$ cat config.mk
export PLATFORM = sky130hd
export DESIGN_NAME = inst_encoder_flat
export DESIGN_NICKNAME = d
export VERILOG_FILES = /design/src/rtl/inst_encoder_pkg.sv /design/src/rtl/inst_encoder_if.sv /design/src/rtl/inst_encoder_pack.sv /design/src/rtl/inst_encoder.sv /design/src/flat_wrapper.sv
export SDC_FILE = /design/constraint.sdc
export NUM_CORES = 1
export LEC_CHECK = 0
export ABC_AREA = 0
export CORE_AREA = 2 2 83 85
export DETAILED_ROUTE_END_ITERATION = 6
export DIE_AREA = 0 0 85 87
export PLACE_DENSITY = 0.85
export SETUP_SLACK_MARGIN = 0.05
export SLEW_MARGIN = 20
export SYNTH_ARGS = -nofsm -noshare
export SYNTH_HDL_FRONTEND = slang
export SYNTH_SLANG_ARGS = --single-unit
$ cat constraint.sdc
create_clock -name clk -period 4.95 [get_ports clk]
set_input_delay 0.99 -clock clk [delete_from_list [all_inputs] [get_ports clk]]
set_output_delay 0.99 -clock clk [all_outputs]
set_load 0.02 [all_outputs]
$ cat src/rtl/inst_encoder_pkg.sv
// inst_encoder_pkg: opcodes, instruction field positions and error codes shared by encoder and decoder.
// Revision 1.0
`default_nettype none

package inst_encoder_pkg;

  localparam int INST_W = 32;

  typedef enum logic [4:0] {
    OP_ADD  = 5'd0,
    OP_SUB  = 5'd1,
    OP_MPY  = 5'd2,
    OP_AND  = 5'd3,
    OP_OR   = 5'd4,
    OP_XOR  = 5'd5,
    OP_SHL  = 5'd6,
    OP_SRL  = 5'd7,
    OP_SRA  = 5'd8,
    OP_CMP  = 5'd9,
    OP_MOV  = 5'd10,
    OP_BR   = 5'd11,
    OP_HALT = 5'd31
  } opcode_e;

  localparam int OPC_HI      = 31;
  localparam int OPC_LO      = 27;
  localparam int IMMFLAG_BIT = 26;
  localparam int SEXT_BIT    = 25;
  localparam int Z_HI        = 20;
  localparam int Z_LO        = 16;
  localparam int PRED_HI     = 19;
  localparam int PRED_LO     = 16;
  localparam int IMM_HI      = 15;
  localparam int IMM_LO      = 0;
  localparam int CC_HI       = 12;
  localparam int CC_LO       = 10;
  localparam int A_HI        = 9;
  localparam int A_LO        = 5;
  localparam int B_HI        = 4;
  localparam int B_LO        = 0;

  typedef enum logic [1:0] {
    ERR_NONE     = 2'd0,
    ERR_ILLEGAL  = 2'd1,
    ERR_RANGE    = 2'd2,
    ERR_OVERFLOW = 2'd3
  } err_code_e;

  typedef enum logic [1:0] {
    ST_IDLE = 2'd0,
    ST_RUN  = 2'd1,
    ST_DONE = 2'd2
  } state_e;

endpackage

`default_nettype wire

$ cat src/rtl/inst_encoder_if.sv
// inst_encoder_if: field handshake from the loader and word-write bus toward instruction RAM.
// Revision 1.0
`default_nettype none

interface inst_encoder_if #(
  parameter int ADDR_W = 10
);
  logic                               in_valid;
  logic                               in_ready;
  logic [4:0]                         in_opcode;
  logic [4:0]                         in_z;
  logic [4:0]                         in_a;
  logic [4:0]                         in_b;
  logic [15:0]                        in_imm;
  logic                               in_use_imm;
  logic                               in_sext;
  logic [2:0]                         in_cc;
  logic                               mem_we;
  logic                               mem_ready;
  logic [ADDR_W-1:0]                  mem_addr;
  logic [inst_encoder_pkg::INST_W-1:0] mem_wdata;

  modport slave (
    input  in_valid, in_opcode, in_z, in_a, in_b, in_imm, in_use_imm, in_sext, in_cc,
    output in_ready,
    output mem_we, mem_addr, mem_wdata,
    input  mem_ready
  );

  modport master (
    output in_valid, in_opcode, in_z, in_a, in_b, in_imm, in_use_imm, in_sext, in_cc,
    input  in_ready,
    input  mem_we, mem_addr, mem_wdata,
    output mem_ready
  );
endinterface

`default_nettype wire

$ cat src/rtl/inst_encoder_pack.sv
// inst_encoder_pack: combinational packing of instruction fields into a decoder-format word.
// Revision 1.0
`default_nettype none

module inst_encoder_pack
  import inst_encoder_pkg::*;
(
  input  logic [4:0]        opcode_i,
  input  logic [4:0]        z_i,
  input  logic [4:0]        a_i,
  input  logic [4:0]        b_i,
  input  logic [15:0]       imm_i,
  input  logic              use_imm_i,
  input  logic              sext_i,
  input  logic [2:0]        cc_i,
  output logic [INST_W-1:0] word_o,
  output logic              illegal_o,
  output logic              range_err_o,
  output logic              is_halt_o
);

  always_comb begin
    word_o      = '0;
    illegal_o   = 1'b0;
    range_err_o = 1'b0;
    is_halt_o   = 1'b0;
    word_o[OPC_HI:OPC_LO] = opcode_i;
    case (opcode_i)
      OP_ADD, OP_SUB, OP_MPY, OP_AND, OP_OR, OP_XOR, OP_SHL, OP_SRL, OP_SRA: begin
        word_o[IMMFLAG_BIT] = use_imm_i;
        word_o[SEXT_BIT]    = use_imm_i & sext_i;
        word_o[Z_HI:Z_LO]   = z_i;
        word_o[A_HI:A_LO]   = a_i;
        word_o[B_HI:B_LO]   = use_imm_i ? imm_i[4:0] : b_i;
        // Signed small imm fits only when bits [15:4] are a pure sign extension.
        if (use_imm_i) begin
          if (sext_i)
            range_err_o = !((imm_i[15:4] == 12'h000) || (imm_i[15:4] == 12'hFFF));
          else
            range_err_o = (imm_i[15:5] != 11'h000);
        end
      end
      OP_CMP: begin
        word_o[Z_HI:Z_LO]   = z_i;
        word_o[CC_HI:CC_LO] = cc_i;
        word_o[A_HI:A_LO]   = a_i;
        word_o[B_HI:B_LO]   = b_i;
      end
      OP_MOV: begin
        word_o[Z_HI:Z_LO]       = z_i;
        word_o[IMM_HI:IMM_LO]   = imm_i;
      end
      OP_BR: begin
        word_o[PRED_HI:PRED_LO] = a_i[3:0];
        word_o[IMM_HI:IMM_LO]   = imm_i;
        range_err_o             = a_i[4];
      end
      OP_HALT: begin
        is_halt_o = 1'b1;
      end
      default: begin
        illegal_o = 1'b1;
      end
    endcase
  end

endmodule

`default_nettype wire

$ cat src/rtl/inst_encoder.sv
// inst_encoder: streams packed instruction words into instruction RAM at auto-incrementing addresses.
// Revision 1.0
`default_nettype none

module inst_encoder
  import inst_encoder_pkg::*;
#(
  parameter int ADDR_W = 10
) (
  input  logic              clk,
  input  logic              rst,
  input  logic              start_i,
  input  logic [ADDR_W-1:0] base_addr_i,
  inst_encoder_if.slave     bus,
  output logic              busy_o,
  output logic              done_o,
  output logic              err_o,
  output logic [1:0]        err_code_o,
  output logic [ADDR_W:0]   count_o
);

  state_e              state_q;
  logic                out_valid_q;
  logic                halt_pend_q;
  logic [INST_W-1:0]   wdata_q;
  logic [ADDR_W-1:0]   addr_q;
  logic [ADDR_W:0]     count_q;
  logic                err_q;
  err_code_e           err_code_q;

  logic [INST_W-1:0]   pack_word;
  logic                pack_illegal;
  logic                pack_range_err;
  logic                pack_is_halt;
  logic                in_fire;
  logic                wr_done;
  logic                last_addr;

  inst_encoder_pack u_pack (
    .opcode_i    (bus.in_opcode),
    .z_i         (bus.in_z),
    .a_i         (bus.in_a),
    .b_i         (bus.in_b),
    .imm_i       (bus.in_imm),
    .use_imm_i   (bus.in_use_imm),
    .sext_i      (bus.in_sext),
    .cc_i        (bus.in_cc),
    .word_o      (pack_word),
    .illegal_o   (pack_illegal),
    .range_err_o (pack_range_err),
    .is_halt_o   (pack_is_halt)
  );

  // A bad field can only be accepted when any held word completes the same cycle,
  // so errors never need a separate pending state.
  assign bus.in_ready = (state_q == ST_RUN) && (!out_valid_q || bus.mem_ready) && !halt_pend_q;
  assign in_fire      = bus.in_valid && bus.in_ready;
  assign wr_done      = out_valid_q && bus.mem_ready;
  assign last_addr    = (addr_q == {ADDR_W{1'b1}});

  always_ff @(posedge clk or posedge rst) begin
    if (rst) begin
      state_q     <= ST_IDLE;
      out_valid_q <= 1'b0;
      halt_pend_q <= 1'b0;
      wdata_q     <= '0;
      addr_q      <= '0;
      count_q     <= '0;
      err_q       <= 1'b0;
      err_code_q  <= ERR_NONE;
    end else begin
      case (state_q)
        ST_IDLE, ST_DONE: begin
          if (start_i) begin
            state_q     <= ST_RUN;
            addr_q      <= base_addr_i;
            count_q     <= '0;
            err_q       <= 1'b0;
            err_code_q  <= ERR_NONE;
            out_valid_q <= 1'b0;
            halt_pend_q <= 1'b0;
          end
        end
        ST_RUN: begin
          if (wr_done) begin
            count_q <= count_q + 1'b1;
            if (!last_addr)
              addr_q <= addr_q + 1'b1;
          end
          if (wr_done && last_addr && !halt_pend_q) begin
            out_valid_q <= 1'b0;
            err_q       <= 1'b1;
            err_code_q  <= ERR_OVERFLOW;
            state_q     <= ST_DONE;
          end else if (wr_done && halt_pend_q) begin
            out_valid_q <= 1'b0;
            halt_pend_q <= 1'b0;
            state_q     <= ST_DONE;
          end else if (in_fire && (pack_illegal || pack_range_err)) begin
            out_valid_q <= 1'b0;
            err_q       <= 1'b1;
            err_code_q  <= pack_illegal ? ERR_ILLEGAL : ERR_RANGE;
            state_q     <= ST_DONE;
          end else if (in_fire) begin
            out_valid_q <= 1'b1;
            wdata_q     <= pack_word;
            halt_pend_q <= pack_is_halt;
          end else if (wr_done) begin
            out_valid_q <= 1'b0;
          end
        end
        default: state_q <= ST_IDLE;
      endcase
    end
  end

  assign bus.mem_we    = out_valid_q;
  assign bus.mem_addr  = addr_q;
  assign bus.mem_wdata = wdata_q;
  assign busy_o        = (state_q == ST_RUN);
  assign done_o        = (state_q == ST_DONE);
  assign err_o         = err_q;
  assign err_code_o    = err_code_q;
  assign count_o       = count_q;

endmodule

`default_nettype wire

$ cat src/flat_wrapper.sv
// flat-port wrapper written by rule: the top's interface ports become plain ports
module inst_encoder_flat import inst_encoder_pkg::*;
#(
  parameter int ADDR_W = 10
)
  (clk, rst, start_i, base_addr_i, busy_o, done_o, err_o, err_code_o, count_o, bus_in_valid, bus_in_opcode, bus_in_z, bus_in_a, bus_in_b, bus_in_imm, bus_in_use_imm, bus_in_sext, bus_in_cc, bus_in_ready, bus_mem_we, bus_mem_addr, bus_mem_wdata, bus_mem_ready);
  inst_encoder_if #(.ADDR_W(ADDR_W)) bus_i ();
  input  logic clk;
  input  logic rst;
  input  logic start_i;
  input  logic [ADDR_W-1:0] base_addr_i;
  output logic busy_o;
  output logic done_o;
  output logic err_o;
  output logic [1:0] err_code_o;
  output logic [ADDR_W:0] count_o;
  input wire logic [$bits(bus_i.in_valid)-1:0] bus_in_valid;
  input wire logic [$bits(bus_i.in_opcode)-1:0] bus_in_opcode;
  input wire logic [$bits(bus_i.in_z)-1:0] bus_in_z;
  input wire logic [$bits(bus_i.in_a)-1:0] bus_in_a;
  input wire logic [$bits(bus_i.in_b)-1:0] bus_in_b;
  input wire logic [$bits(bus_i.in_imm)-1:0] bus_in_imm;
  input wire logic [$bits(bus_i.in_use_imm)-1:0] bus_in_use_imm;
  input wire logic [$bits(bus_i.in_sext)-1:0] bus_in_sext;
  input wire logic [$bits(bus_i.in_cc)-1:0] bus_in_cc;
  output wire logic [$bits(bus_i.in_ready)-1:0] bus_in_ready;
  output wire logic [$bits(bus_i.mem_we)-1:0] bus_mem_we;
  output wire logic [$bits(bus_i.mem_addr)-1:0] bus_mem_addr;
  output wire logic [$bits(bus_i.mem_wdata)-1:0] bus_mem_wdata;
  input wire logic [$bits(bus_i.mem_ready)-1:0] bus_mem_ready;
  assign bus_i.in_valid = bus_in_valid;
  assign bus_i.in_opcode = bus_in_opcode;
  assign bus_i.in_z = bus_in_z;
  assign bus_i.in_a = bus_in_a;
  assign bus_i.in_b = bus_in_b;
  assign bus_i.in_imm = bus_in_imm;
  assign bus_i.in_use_imm = bus_in_use_imm;
  assign bus_i.in_sext = bus_in_sext;
  assign bus_i.in_cc = bus_in_cc;
  assign bus_in_ready = bus_i.in_ready;
  assign bus_mem_we = bus_i.mem_we;
  assign bus_mem_addr = bus_i.mem_addr;
  assign bus_mem_wdata = bus_i.mem_wdata;
  assign bus_i.mem_ready = bus_mem_ready;
  inst_encoder #(.ADDR_W(ADDR_W)) u_core (.clk(clk), .rst(rst), .start_i(start_i), .base_addr_i(base_addr_i), .bus(bus_i), .busy_o(busy_o), .done_o(done_o), .err_o(err_o), .err_code_o(err_code_o), .count_o(count_o));
endmodule
==> run_summary.xml, run 1 <==
<?xml version="1.0" encoding="UTF-8"?>
<metrics>
  <group name="grt">
    <metric name="largest_net_degree_at_the_start_of_global_routing" unit="">57</metric>
    <metric name="grt_pass1_wl" unit="µm">13200</metric>
    <metric name="grt-ovfl-total" unit="">0</metric>
    <metric name="track_usage" unit="%">22.3</metric>
    <metric name="number_of_global_route_vias_before_repair" unit="">2748</metric>
    <metric name="grt_antenna_before_repair" unit="">0</metric>
  </group>
  <group name="worst_setup_path">
    <metric name="crit_path_top_delay_cell" unit="">sky130_fd_sc_hd__clkdlybuf4s50_1</metric>
    <metric name="crit_path_end_kind" unit="">output port</metric>
    <metric name="timing.critical_path.fanout_max" unit="">6</metric>
    <metric name="criticalPathCategory" unit="">in2out</metric>
    <metric name="worst_path_largest_cell_delay" unit="ps">590</metric>
    <metric name="worst-r2r-cell-count" unit="">6</metric>
    <metric name="cp.arrival" unit="ps">2420</metric>
    <metric name="cp-start-kind" unit="">primary input</metric>
    <metric name="timing.critical_path.cells" unit="">clkdlybuf4s50_1 &gt; nand2b_1 &gt; and2_1 &gt; clkdlybuf4s50_1</metric>
    <metric name="worst_ep_required_time" unit="ps">3960</metric>
    <metric name="cpMostUsedCell" unit="">sky130_fd_sc_hd__clkdlybuf4s50_1</metric>
  </group>
  <group name="clock_tree">
    <metric name="hold_buffers" unit="">0</metric>
    <metric name="tritoncts_num_sinks" unit="">56</metric>
    <metric name="clkSlewWorstSetupHoldPaths" unit="ps">90</metric>
    <metric name="root_buffer" unit="">sky130_fd_sc_hd__clkbuf_8</metric>
    <metric name="ctsResizeCount" unit="">0</metric>
    <metric name="worst_skew_pair.late_latency" unit="ps">300</metric>
    <metric name="clk_path_buf_depth" unit="">2</metric>
    <metric name="cts_setup_buffers" unit="">0</metric>
    <metric name="clock_tree_from_tritoncts" unit="">done</metric>
    <metric name="cts_htree_levels" unit="">2</metric>
    <metric name="numCtsBuffers" unit="">5</metric>
  </group>
  <group name="route">
    <metric name="vias_per_cell" unit="">5.70</metric>
    <metric name="routed_wire_length_per_instance" unit="µm">16.3</metric>
    <metric name="drt_pass1_iterations" unit="">4</metric>
    <metric name="wirelength_routed" unit="µm">8000</metric>
    <metric name="dr_total_vias" unit="">2792</metric>
    <metric name="antenna_violating_nets_post_route" unit="">0</metric>
    <metric name="initialDrtViolationCount" unit="">193</metric>
    <metric name="drt_drc_violations_left" unit="">0</metric>
  </group>
  <group name="logic_synthesis">
    <metric name="synth.top_cells.by_area" unit="">sky130_fd_sc_hd__dfrtp_1 46%, sky130_fd_sc_hd__mux2_1 8.5%, sky130_fd_sc_hd__nand2_1 3.8%</metric>
    <metric name="synthesis.area" unit="mm²">0.00304</metric>
    <metric name="synth_edf_count" unit="">0</metric>
    <metric name="ys_ff_latch" unit="">56</metric>
    <metric name="async_flop_share" unit="%">100</metric>
    <metric name="synth.yosys.warnings" unit="">0</metric>
    <metric name="yosysTopAreaCell" unit="">sky130_fd_sc_hd__dfrtp_1</metric>
    <metric name="post-synth-top-area-fraction" unit="%">46.1</metric>
    <metric name="ys.flop_type" unit="">sky130_fd_sc_hd__dfrtp_1</metric>
    <metric name="postSynthAreaPerCell" unit="µm²">10.1</metric>
    <metric name="synth_seq_area_share" unit="%">46.1</metric>
    <metric name="ys_types" unit="">52</metric>
    <metric name="synthesis.instances" unit="">301</metric>
  </group>
  <group name="finish">
    <metric name="areaGrowthSynthToFinish" unit="%">40.2</metric>
    <metric name="post_layout_nonfiller_instances" unit="">490</metric>
    <metric name="diodes" unit="">0</metric>
    <metric name="design.final.nets" unit="">468</metric>
    <metric name="layout_commonest_cell" unit="">sky130_fd_sc_hd__clkdlybuf4s50_1</metric>
    <metric name="final_cell_mix" unit="">111 x sky130_fd_sc_hd__clkdlybuf4s50_1, 56 x sky130_fd_sc_hd__dfrtp_1, 31 x sky130_fd_sc_hd__nand2_1</metric>
    <metric name="share_of_cells_above_drive_strength_1" unit="%">5.12</metric>
  </group>
  <group name="placement">
    <metric name="gp_congestion" unit="">0.784</metric>
    <metric name="place.detailed.hpwl" unit="µm">6070</metric>
    <metric name="port-buffer-count" unit="">111</metric>
    <metric name="place.detailed.instances" unit="">483</metric>
  </group>
  <group name="pwr">
    <metric name="cellPowerDensity" unit="mW/mm²">475</metric>
    <metric name="finalPower" unit="µW">2020</metric>
    <metric name="peakVddDrop" unit="mV">0.281</metric>
    <metric name="power_leakage" unit="µW">0.00176</metric>
  </group>
  <group name="timing">
    <metric name="setup_viol" unit="">0</metric>
    <metric name="achievable-frequency" unit="GHz">0.293</metric>
    <metric name="worst_slew_margin_rel" unit="%">30.3</metric>
    <metric name="slew_viol_final" unit="">0</metric>
    <metric name="report.final.hold_viol_count" unit="">0</metric>
    <metric name="rsz0062_at_grt" unit="">false</metric>
    <metric name="final.min_clock_period" unit="ps">3410</metric>
    <metric name="worst_clock_skew" unit="ps">10.3</metric>
    <metric name="setup-tns-final" unit="ps">0</metric>
    <metric name="timing.final.crit_share" unit="%">68.8</metric>
    <metric name="transition_at_the_pin_with_the_smallest_max_transition_slack" unit="ps">1040</metric>
  </group>
  <group name="floorplanning">
    <metric name="floorplan.die.width" unit="µm">85</metric>
    <metric name="floorplan.initialDensity" unit="%">46.2</metric>
    <metric name="core_area" unit="mm²">0.00657</metric>
    <metric name="die_area" unit="mm²">0.00740</metric>
    <metric name="top_level_ports" unit="">116</metric>
    <metric name="placement_rows" unit="">30</metric>
    <metric name="dieHeight" unit="µm">87</metric>
  </group>
  <group name="hold_path">
    <metric name="min-delay-path-class" unit="">reg2reg</metric>
    <metric name="min_path_cells" unit="">1</metric>
  </group>
  <group name="run_status">
    <metric name="outcome" unit="">finished clean</metric>
  </group>
  <group name="flow_run">
    <metric name="maxCapViolCount" unit="">0</metric>
  </group>
</metrics>
flip-flops by register name (all words and copies together), names as in the netlist:
name	count
u_core.bus.mem_wdata	28
u_core.halt_pend_q	1
u_core.bus.mem_we	1
u_core.count_o	11
u_core.state_q	2
u_core.err_code_o	2
u_core.err_o	1
u_core.bus.mem_addr	10
cells in the mapped netlist, drive strengths merged (2+ instances only):
master and number:
dfrtp 56, nand2 31, mux2 23, nor2 22, o21ai 16, a21oi 15, nand3 14, a22o 13
inv 9, buf 8, o31ai 8, clkbuf 7, nand4 7, nor4 7, nor3 5, xnor2 5
a2bb2oi 4, a32o 4, nor2b 4, o22ai 4, xor2 4, or2 3, a31oi 2, and4 2
ha 2, nand2b 2, nand3b 2, nor3b 2, o2bb2ai 2, or3 2
worst paths after layout:
kind	slack (ps)	end	start
worst max-delay path	1540	bus_in_ready	bus_mem_ready
worst min-delay path	500	u_core.bus.mem_wdata[30]	u_core.bus.mem_wdata[30]
worst max register to register	2280	u_core.bus.mem_addr[8]	u_core.state_q[1]
worst min register to register	500	u_core.bus.mem_wdata[30]	u_core.bus.mem_wdata[30]
max in group asynchronous	3300	u_core.bus.mem_wdata[31]	rst
min in group asynchronous	1200	u_core.halt_pend_q	rst
report_power, final:
| part | total, µW | switching [µW] | internal [µW] |
|---|---|---|---|
| Combinational | 1040 | 553 | 485 |
| Sequential | 748 | 139 | 609 |
| Clock | 237 | 140 | 96.7 |
| Total | 2020 | 832 | 1190 |
cell families (layout without fill, tap and decap cells):
group	Yosys count	count (layout)	synth area share, %
simple gates	109	109	19.0
compound gates	76	76	17.8
flops	56	56	46.1
mux	24	24	8.86
buf+inv	24	130	4.70
xor+xnor	9	9	2.60
fa+ha+maj	2	2	0.824
other cells	1	4	0.123
routing by layer:
layer	routed length (µm)	part of all wire (%)	track usage, %
met2	3960	49	39.1
met4	82	1.0	5.19
met1	3300	41	27.6
met3	660	8.3	5.78
met5	0	0	0
cell type report:
cell class	instances	area (µm²)
clock buffers	6	72.6
clock inverters	1	5.00
fillers	552	2310
inverters	9	33.8
multi-input cells	224	1510
flip-flops and latches	56	1400
well taps	80	100
repair buffers	114	1130
metrics by stage:
stage | hold slack [ps] | setup slack, ps | utilization, % | instance area (µm²)
2_1_floorplan | 500 | 2110 | - | 3050
3_3_place_gp | 474 | 1420 | 63.6 | 4180
4_1_cts | 507 | 1540 | 64.8 | 4260
5_1_grt | 535 | 1470 | 64.8 | 4260
3_5_place_dp | 484 | 1320 | 63.6 | 4180
6_report | 503 | 1540 | 64.8 | 4260
critical path: cells and delay by family:
family        cells  cell delay, ps
simple gates      2             270
buf+inv           2            1160
Note: power is estimated with default switching activity, not from simulation.
==> inputs of run 2 (changes only) <==
Settings changed: CORE_AREA 2 2 83 85 to 2 2 87 89, DIE_AREA 0 0 85 87 to 0 0 89 91, PLACE_DENSITY 0.85 to 0.78.
Clock period 4.95 ns to 3.41 ns, I/O delays scaled along.
==> run 2 against run 1 <==
Against the previous run: final cell count up 5.3%; combinational power up 46%; count of clock-buffer cells in the layout unchanged; sequential power up 46%; clock power up 83%; critical path depth down 1; worst hold slack better by 1.5 ps; die area up 9.5%; largest cell class unchanged; routed wire length about the same; design area up 2.3%; highest routed layer unchanged; clock skew up 1.6 ps; register-to-register slack worse by 1500 ps.
==> run_summary.xml, run 2 (synthesis gave the netlist of run 1 again) <==
<?xml version="1.0" encoding="UTF-8"?>
<metrics>
  <group name="pwr">
    <metric name="power_leakage" unit="µW">0.00181</metric>
    <metric name="p_sw_share" unit="%">40.1</metric>
    <metric name="cellPowerDensity" unit="mW/mm²">697</metric>
    <metric name="power_report.internal_total" unit="µW">1820</metric>
    <metric name="pwr-share-clk" unit="%">14.3</metric>
    <metric name="peakVddDrop" unit="mV">0.308</metric>
    <metric name="power_frac_comb" unit="%">49.9</metric>
    <metric name="power_switching" unit="µW">1220</metric>
    <metric name="sequentialPowerShare" unit="%">35.8</metric>
  </group>
  <group name="clock_tree">
    <metric name="ctsResizeCount" unit="">0</metric>
    <metric name="clkSlewWorstSetupHoldPaths" unit="ps">100</metric>
    <metric name="tritoncts_num_sinks" unit="">56</metric>
    <metric name="cts_htree_levels" unit="">2</metric>
    <metric name="hold_buffers" unit="">0</metric>
    <metric name="clk_path_buf_depth" unit="">2</metric>
    <metric name="cts_setup_buffers" unit="">0</metric>
    <metric name="clock_tree_from_tritoncts" unit="">done</metric>
    <metric name="root_buffer" unit="">sky130_fd_sc_hd__clkbuf_8</metric>
    <metric name="numCtsBuffers" unit="">5</metric>
    <metric name="worst_skew_pair.late_latency" unit="ps">310</metric>
  </group>
  <group name="route">
    <metric name="vias_per_cell" unit="">5.40</metric>
    <metric name="wirelength_routed" unit="µm">8000</metric>
    <metric name="drt_pass1_iterations" unit="">4</metric>
    <metric name="routed_wire_length_per_instance" unit="µm">15.5</metric>
    <metric name="antenna_violating_nets_post_route" unit="">0</metric>
    <metric name="initialDrtViolationCount" unit="">136</metric>
    <metric name="drt_drc_violations_left" unit="">0</metric>
    <metric name="dr_total_vias" unit="">2788</metric>
  </group>
  <group name="finish">
    <metric name="largest_register_ffs" unit="">28</metric>
    <metric name="layout_commonest_cell" unit="">sky130_fd_sc_hd__clkdlybuf4s50_1</metric>
    <metric name="fill_cells" unit="">628</metric>
    <metric name="diodes" unit="">0</metric>
    <metric name="post_layout_nonfiller_instances" unit="">516</metric>
    <metric name="areaGrowthSynthToFinish" unit="%">43.4</metric>
    <metric name="stdcell_area" unit="mm²">0.00436</metric>
    <metric name="final_cell_mix" unit="">111 x sky130_fd_sc_hd__clkdlybuf4s50_1, 56 x sky130_fd_sc_hd__dfrtp_1, 31 x sky130_fd_sc_hd__nand2_1</metric>
    <metric name="design.final.nets" unit="">474</metric>
    <metric name="share_of_cells_above_drive_strength_1" unit="%">6.71</metric>
  </group>
  <group name="timing">
    <metric name="timing.final.crit_share" unit="%">85.3</metric>
    <metric name="achievable-frequency" unit="GHz">0.344</metric>
    <metric name="setup-tns-final" unit="ps">0</metric>
    <metric name="report.final.hold_viol_count" unit="">0</metric>
    <metric name="rsz0062_at_grt" unit="">false</metric>
    <metric name="slew_viol_final" unit="">0</metric>
    <metric name="transition_at_the_pin_with_the_smallest_max_transition_slack" unit="ps">1010</metric>
    <metric name="setup_viol" unit="">0</metric>
    <metric name="worst_slew_margin_rel" unit="%">32.1</metric>
    <metric name="worst_clock_skew" unit="ps">11.9</metric>
    <metric name="final.min_clock_period" unit="ps">2910</metric>
  </group>
  <group name="floorplanning">
    <metric name="floorplan.die.width" unit="µm">89</metric>
    <metric name="dieHeight" unit="µm">91</metric>
    <metric name="core_area" unit="mm²">0.00714</metric>
    <metric name="die_area" unit="mm²">0.00810</metric>
    <metric name="floorplan.initialDensity" unit="%">42.5</metric>
    <metric name="placement_rows" unit="">31</metric>
    <metric name="top_level_ports" unit="">116</metric>
  </group>
  <group name="placement">
    <metric name="place.detailed.instances" unit="">508</metric>
    <metric name="detailed_place.area" unit="mm²">0.00425</metric>
    <metric name="place.detailed.hpwl" unit="µm">6210</metric>
    <metric name="port-buffer-count" unit="">111</metric>
    <metric name="gp_congestion" unit="">0.855</metric>
  </group>
  <group name="run_status">
    <metric name="outcome" unit="">finished clean</metric>
  </group>
  <group name="worst_setup_path">
    <metric name="timing.critical_path.cells" unit="">nand2b_1 &gt; inv_2 &gt; clkdlybuf4s50_1</metric>
    <metric name="worst_ep_required_time" unit="ps">2730</metric>
    <metric name="crit_path_top_delay_cell" unit="">sky130_fd_sc_hd__clkdlybuf4s50_1</metric>
    <metric name="timing.critical_path.fanout_max" unit="">25</metric>
    <metric name="worst_path_largest_cell_delay" unit="ps">700</metric>
    <metric name="cp.arrival" unit="ps">2230</metric>
    <metric name="cp-start-kind" unit="">flip-flop</metric>
    <metric name="crit_path_end_kind" unit="">output port</metric>
    <metric name="criticalPathCategory" unit="">reg2out</metric>
  </group>
  <group name="grt">
    <metric name="track_usage" unit="%">20.8</metric>
    <metric name="grt_antenna_before_repair" unit="">0</metric>
    <metric name="grt-ovfl-total" unit="">0</metric>
    <metric name="largest_net_degree_at_the_start_of_global_routing" unit="">31</metric>
    <metric name="number_of_global_route_vias_before_repair" unit="">2760</metric>
    <metric name="grt_pass1_wl" unit="µm">13200</metric>
  </group>
  <group name="hold_path">
    <metric name="min-delay-path-class" unit="">reg2reg</metric>
  </group>
  <group name="flow_run">
    <metric name="maxCapViolCount" unit="">0</metric>
  </group>
</metrics>
run 2: path summary, 6_finish.rpt:
check	startpoint	to	slack [ps]	depth (start not counted)
worst max register to register	u_core.state_q[1]	u_core.bus.mem_addr[8]	790	6
max in group asynchronous	rst	u_core.count_o[2]	2040	3
min in group asynchronous	rst	u_core.state_q[0]	740	2
worst min register to register	u_core.bus.mem_wdata[18]	u_core.bus.mem_wdata[18]	500	1
worst min-delay path	u_core.bus.mem_wdata[18]	u_core.bus.mem_wdata[18]	500	1
worst max-delay path	u_core.state_q[1]	busy_o	500	3
run 2: metal layers:
| layer | share of wire [%] | GRT usage [%] | routed length (µm) |
|---|---|---|---|
| met3 | 8.5 | 5.91 | 681 |
| met2 | 47 | 33.8 | 3790 |
| met4 | 1.9 | 5.10 | 155 |
| met1 | 42 | 27.3 | 3370 |
| met5 | 0 | 0 | 0 |
run 2: area by class of cell:
class	instances	area, µm²	share of cell area [%]
flip-flops and latches	56	1400	32.2
clock buffers	6	72.6	1.67
multi-input cells	224	1510	34.7
inverters	9	33.8	0.776
well taps	99	124	2.84
clock inverters	2	35.0	0.804
repair buffers	120	1180	27.1
run 2: power by group through the flow:
stage	sequential, µW	clock [µW]	combinational (µW)
2_1_floorplan	1310	0	603
3_3_place_gp	1090	0	1490
3_5_place_dp	1090	0	1520
4_1_cts	1090	443	1530
5_1_grt	1120	471	1650
6_report	1090	434	1520
run 2: metrics by stage:
step | hold WS, ps | total power (µW) | util (%) | setup WS, ps
detailed placement | 485 | 2610 | 59.5 | 329
CTS | 511 | 3060 | 61.0 | 500
finish | 504 | 3040 | 61.0 | 503
global route | 527 | 3240 | 61.0 | 338
global placement | 474 | 2580 | 59.5 | 383
floorplan | 500 | 1920 | - | 881
run 2: critical path, delay by kind of cell, from the launching register on:
family,cells,cell delay [ps]
buffers and inverters,2,1120
flip-flops,1,420
AND/OR/NAND/NOR,1,360
==> inputs of run 3 (changes only) <==
Settings changed: CORE_AREA 2 2 87 89 to 2 2 91 93, DIE_AREA 0 0 89 91 to 0 0 93 95, MAX_ROUTING_LAYER set to met4, PLACE_DENSITY 0.78 to 0.72.
==> run 3 against run 2 <==
Against the previous run: first-iteration DRC count down 21%; die area up 9.1%; critical path depth up 3; combinational power about the same; clock skew down 2.1 ps; sequential power about the same; non-clock buffer count unchanged; clock power down 21%; routed wire length down 0.44%; highest routed layer unchanged.
==> run_summary.xml, run 3 (synthesis gave the netlist of run 1 again) <==
<?xml version="1.0" encoding="UTF-8"?>
<metrics>
  <group name="grt">
    <metric name="grt-ovfl-total" unit="">0</metric>
    <metric name="track_usage" unit="%">18.9</metric>
    <metric name="largest_net_degree_at_the_start_of_global_routing" unit="">31</metric>
    <metric name="grt_antenna_before_repair" unit="">0</metric>
    <metric name="number_of_global_route_vias_before_repair" unit="">2660</metric>
    <metric name="grt_pass1_wl" unit="µm">12700</metric>
  </group>
  <group name="finish">
    <metric name="final_cell_mix" unit="">111 x sky130_fd_sc_hd__clkdlybuf4s50_1, 56 x sky130_fd_sc_hd__dfrtp_1, 31 x sky130_fd_sc_hd__nand2_1</metric>
    <metric name="fill_cells" unit="">724</metric>
    <metric name="share_of_cells_above_drive_strength_1" unit="%">6.49</metric>
    <metric name="design.final.nets" unit="">474</metric>
    <metric name="diodes" unit="">0</metric>
    <metric name="largest_register_ffs" unit="">28</metric>
    <metric name="finalCoreUtilization" unit="%">54.7</metric>
    <metric name="layout_commonest_cell" unit="">sky130_fd_sc_hd__clkdlybuf4s50_1</metric>
    <metric name="areaGrowthSynthToFinish" unit="%">42.7</metric>
  </group>
  <group name="worst_setup_path">
    <metric name="worst_path_largest_cell_delay" unit="ps">510</metric>
    <metric name="crit_family" unit="">simple AND/OR/NAND/NOR gates</metric>
    <metric name="criticalPathCategory" unit="">in2reg</metric>
    <metric name="cp.arrival" unit="ps">3100</metric>
    <metric name="timing.critical_path.fanout_max" unit="">30</metric>
    <metric name="worst_ep_required_time" unit="ps">3600</metric>
    <metric name="critical_path.n_buffers_inverters" unit="">1</metric>
    <metric name="cp-start-kind" unit="">primary input</metric>
    <metric name="crit_path_top_delay_cell" unit="">sky130_fd_sc_hd__clkdlybuf4s50_1</metric>
    <metric name="cpMostUsedCell" unit="">sky130_fd_sc_hd__or3_4</metric>
    <metric name="timing.critical_path.cells" unit="">clkdlybuf4s50_1 &gt; o31a_1 &gt; or3_4 &gt; o31ai_4 &gt; or3_4 &gt; mux2_1</metric>
    <metric name="crit_path_end_kind" unit="">flip-flop</metric>
  </group>
  <group name="pwr">
    <metric name="cellPowerDensity" unit="mW/mm²">681</metric>
    <metric name="power_leakage" unit="µW">0.00179</metric>
    <metric name="peakVddDrop" unit="mV">0.345</metric>
    <metric name="finalPower" unit="µW">2950</metric>
  </group>
  <group name="timing">
    <metric name="timing.final.crit_share" unit="%">85.4</metric>
    <metric name="transition_at_the_pin_with_the_smallest_max_transition_slack" unit="ps">943</metric>
    <metric name="setup-tns-final" unit="ps">0</metric>
    <metric name="slew_viol_final" unit="">0</metric>
    <metric name="report.final.hold_viol_count" unit="">0</metric>
    <metric name="worst_clock_skew" unit="ps">9.84</metric>
    <metric name="worst_slew_margin_rel" unit="%">36.6</metric>
    <metric name="rsz0062_at_grt" unit="">false</metric>
    <metric name="achievable-frequency" unit="GHz">0.343</metric>
    <metric name="setup_viol" unit="">0</metric>
    <metric name="final.setup.worst_slack" unit="ps">499</metric>
    <metric name="final.min_clock_period" unit="ps">2910</metric>
  </group>
  <group name="clock_tree">
    <metric name="cts_htree_levels" unit="">2</metric>
    <metric name="cts_setup_buffers" unit="">0</metric>
    <metric name="worst_skew_pair.late_latency" unit="ps">300</metric>
    <metric name="clkSlewWorstSetupHoldPaths" unit="ps">100</metric>
    <metric name="numCtsBuffers" unit="">5</metric>
    <metric name="ctsResizeCount" unit="">0</metric>
    <metric name="clock_tree_from_tritoncts" unit="">done</metric>
    <metric name="hold_buffers" unit="">0</metric>
    <metric name="tritoncts_num_sinks" unit="">56</metric>
    <metric name="root_buffer" unit="">sky130_fd_sc_hd__clkbuf_8</metric>
    <metric name="clk_path_buf_depth" unit="">2</metric>
  </group>
  <group name="run_status">
    <metric name="outcome" unit="">finished clean</metric>
  </group>
  <group name="route">
    <metric name="drt_drc_violations_left" unit="">0</metric>
    <metric name="vias_per_cell" unit="">5.34</metric>
    <metric name="antenna_violating_nets_post_route" unit="">0</metric>
    <metric name="dr_total_vias" unit="">2782</metric>
    <metric name="wirelength_routed" unit="µm">7960</metric>
    <metric name="routed_wire_length_per_instance" unit="µm">15.3</metric>
    <metric name="initialDrtViolationCount" unit="">108</metric>
    <metric name="drt_pass1_iterations" unit="">4</metric>
  </group>
  <group name="floorplanning">
    <metric name="floorplan.initialDensity" unit="%">38.3</metric>
    <metric name="floorplan.die.width" unit="µm">93</metric>
    <metric name="placement_rows" unit="">33</metric>
    <metric name="die_area" unit="mm²">0.00884</metric>
    <metric name="top_level_ports" unit="">116</metric>
    <metric name="dieHeight" unit="µm">95</metric>
    <metric name="core_area" unit="mm²">0.00793</metric>
  </group>
  <group name="placement">
    <metric name="place.detailed.hpwl" unit="µm">6270</metric>
    <metric name="port-buffer-count" unit="">111</metric>
    <metric name="gp_congestion" unit="">0.849</metric>
    <metric name="place_ws" unit="ps">165</metric>
  </group>
  <group name="hold_path">
    <metric name="min-delay-path-class" unit="">reg2reg</metric>
  </group>
  <group name="flow_run">
    <metric name="maxCapViolCount" unit="">0</metric>
  </group>
</metrics>
-- run 3: cell count changes in the layout (fill, tap and decap cells not counted) --
cell,previous run,this run
sky130_fd_sc_hd__bufinv_16,1,0
-- run 3: worst reg2reg max path, stage by stage, from the launching register on --
cell and delay [ps]:
sky130_fd_sc_hd__dfrtp_1 420, sky130_fd_sc_hd__nand2b_1 360, sky130_fd_sc_hd__inv_2 440, sky130_fd_sc_hd__nand2_1 180, sky130_fd_sc_hd__o31ai_1 800, sky130_fd_sc_hd__a21oi_1 100
sky130_fd_sc_hd__a2bb2oi_1 170
-- run 3: worst paths after layout --
check / start / to / slack (ps) / cells past startpoint
worst max-delay path: bus_in_opcode[2] / u_core.bus.mem_wdata[25] / 500 / 6
worst min-delay path: u_core.bus.mem_wdata[29] / u_core.bus.mem_wdata[29] / 490 / 1
worst max register to register: u_core.state_q[1] / u_core.bus.mem_addr[4] / 810 / 6
worst min register to register: u_core.bus.mem_wdata[29] / u_core.bus.mem_wdata[29] / 490 / 1
max in group asynchronous: rst / u_core.bus.mem_wdata[3] / 2060 / 3
min in group asynchronous: rst / u_core.bus.mem_wdata[29] / 700 / 2
-- run 3: area by class of cell --
class / count / area [µm²] / area share (%)
Clock buffer: 6 / 72.6 / 1.67
Timing Repair Buffer: 120 / 1180 / 27.2
Clock inverter: 1 / 5.00 / 0.116
Tap cell: 105 / 131 / 3.03
Multi-Input combinational cell: 224 / 1510 / 34.9
Sequential cell: 56 / 1400 / 32.3
Inverter: 9 / 33.8 / 0.780
-- run 3: layer usage --
layer	track usage (%)	vias up	share of wire, %
li1	-	1336	-
met1	23.9	1334	44
met2	31.6	108	48
met3	5.03	4	8.0
met4	2.57	0	0.43
met5	-	-	0
-- run 3: power by group --
group	total [µW]	switching, µW	internal [µW]
clock	341	201	140
sequential	1090	201	884
combinational	1520	803	722
-- run 3: through the flow --
step | hold slack (ps) | instances | area [µm²]
after floorplan | 500 | 304 | 3050
after global placement | 475 | 514 | 4260
after detailed placement | 480 | 514 | 4260
after CTS | 502 | 521 | 4330
after global routing | 533 | 521 | 4330
final | 495 | 521 | 4330
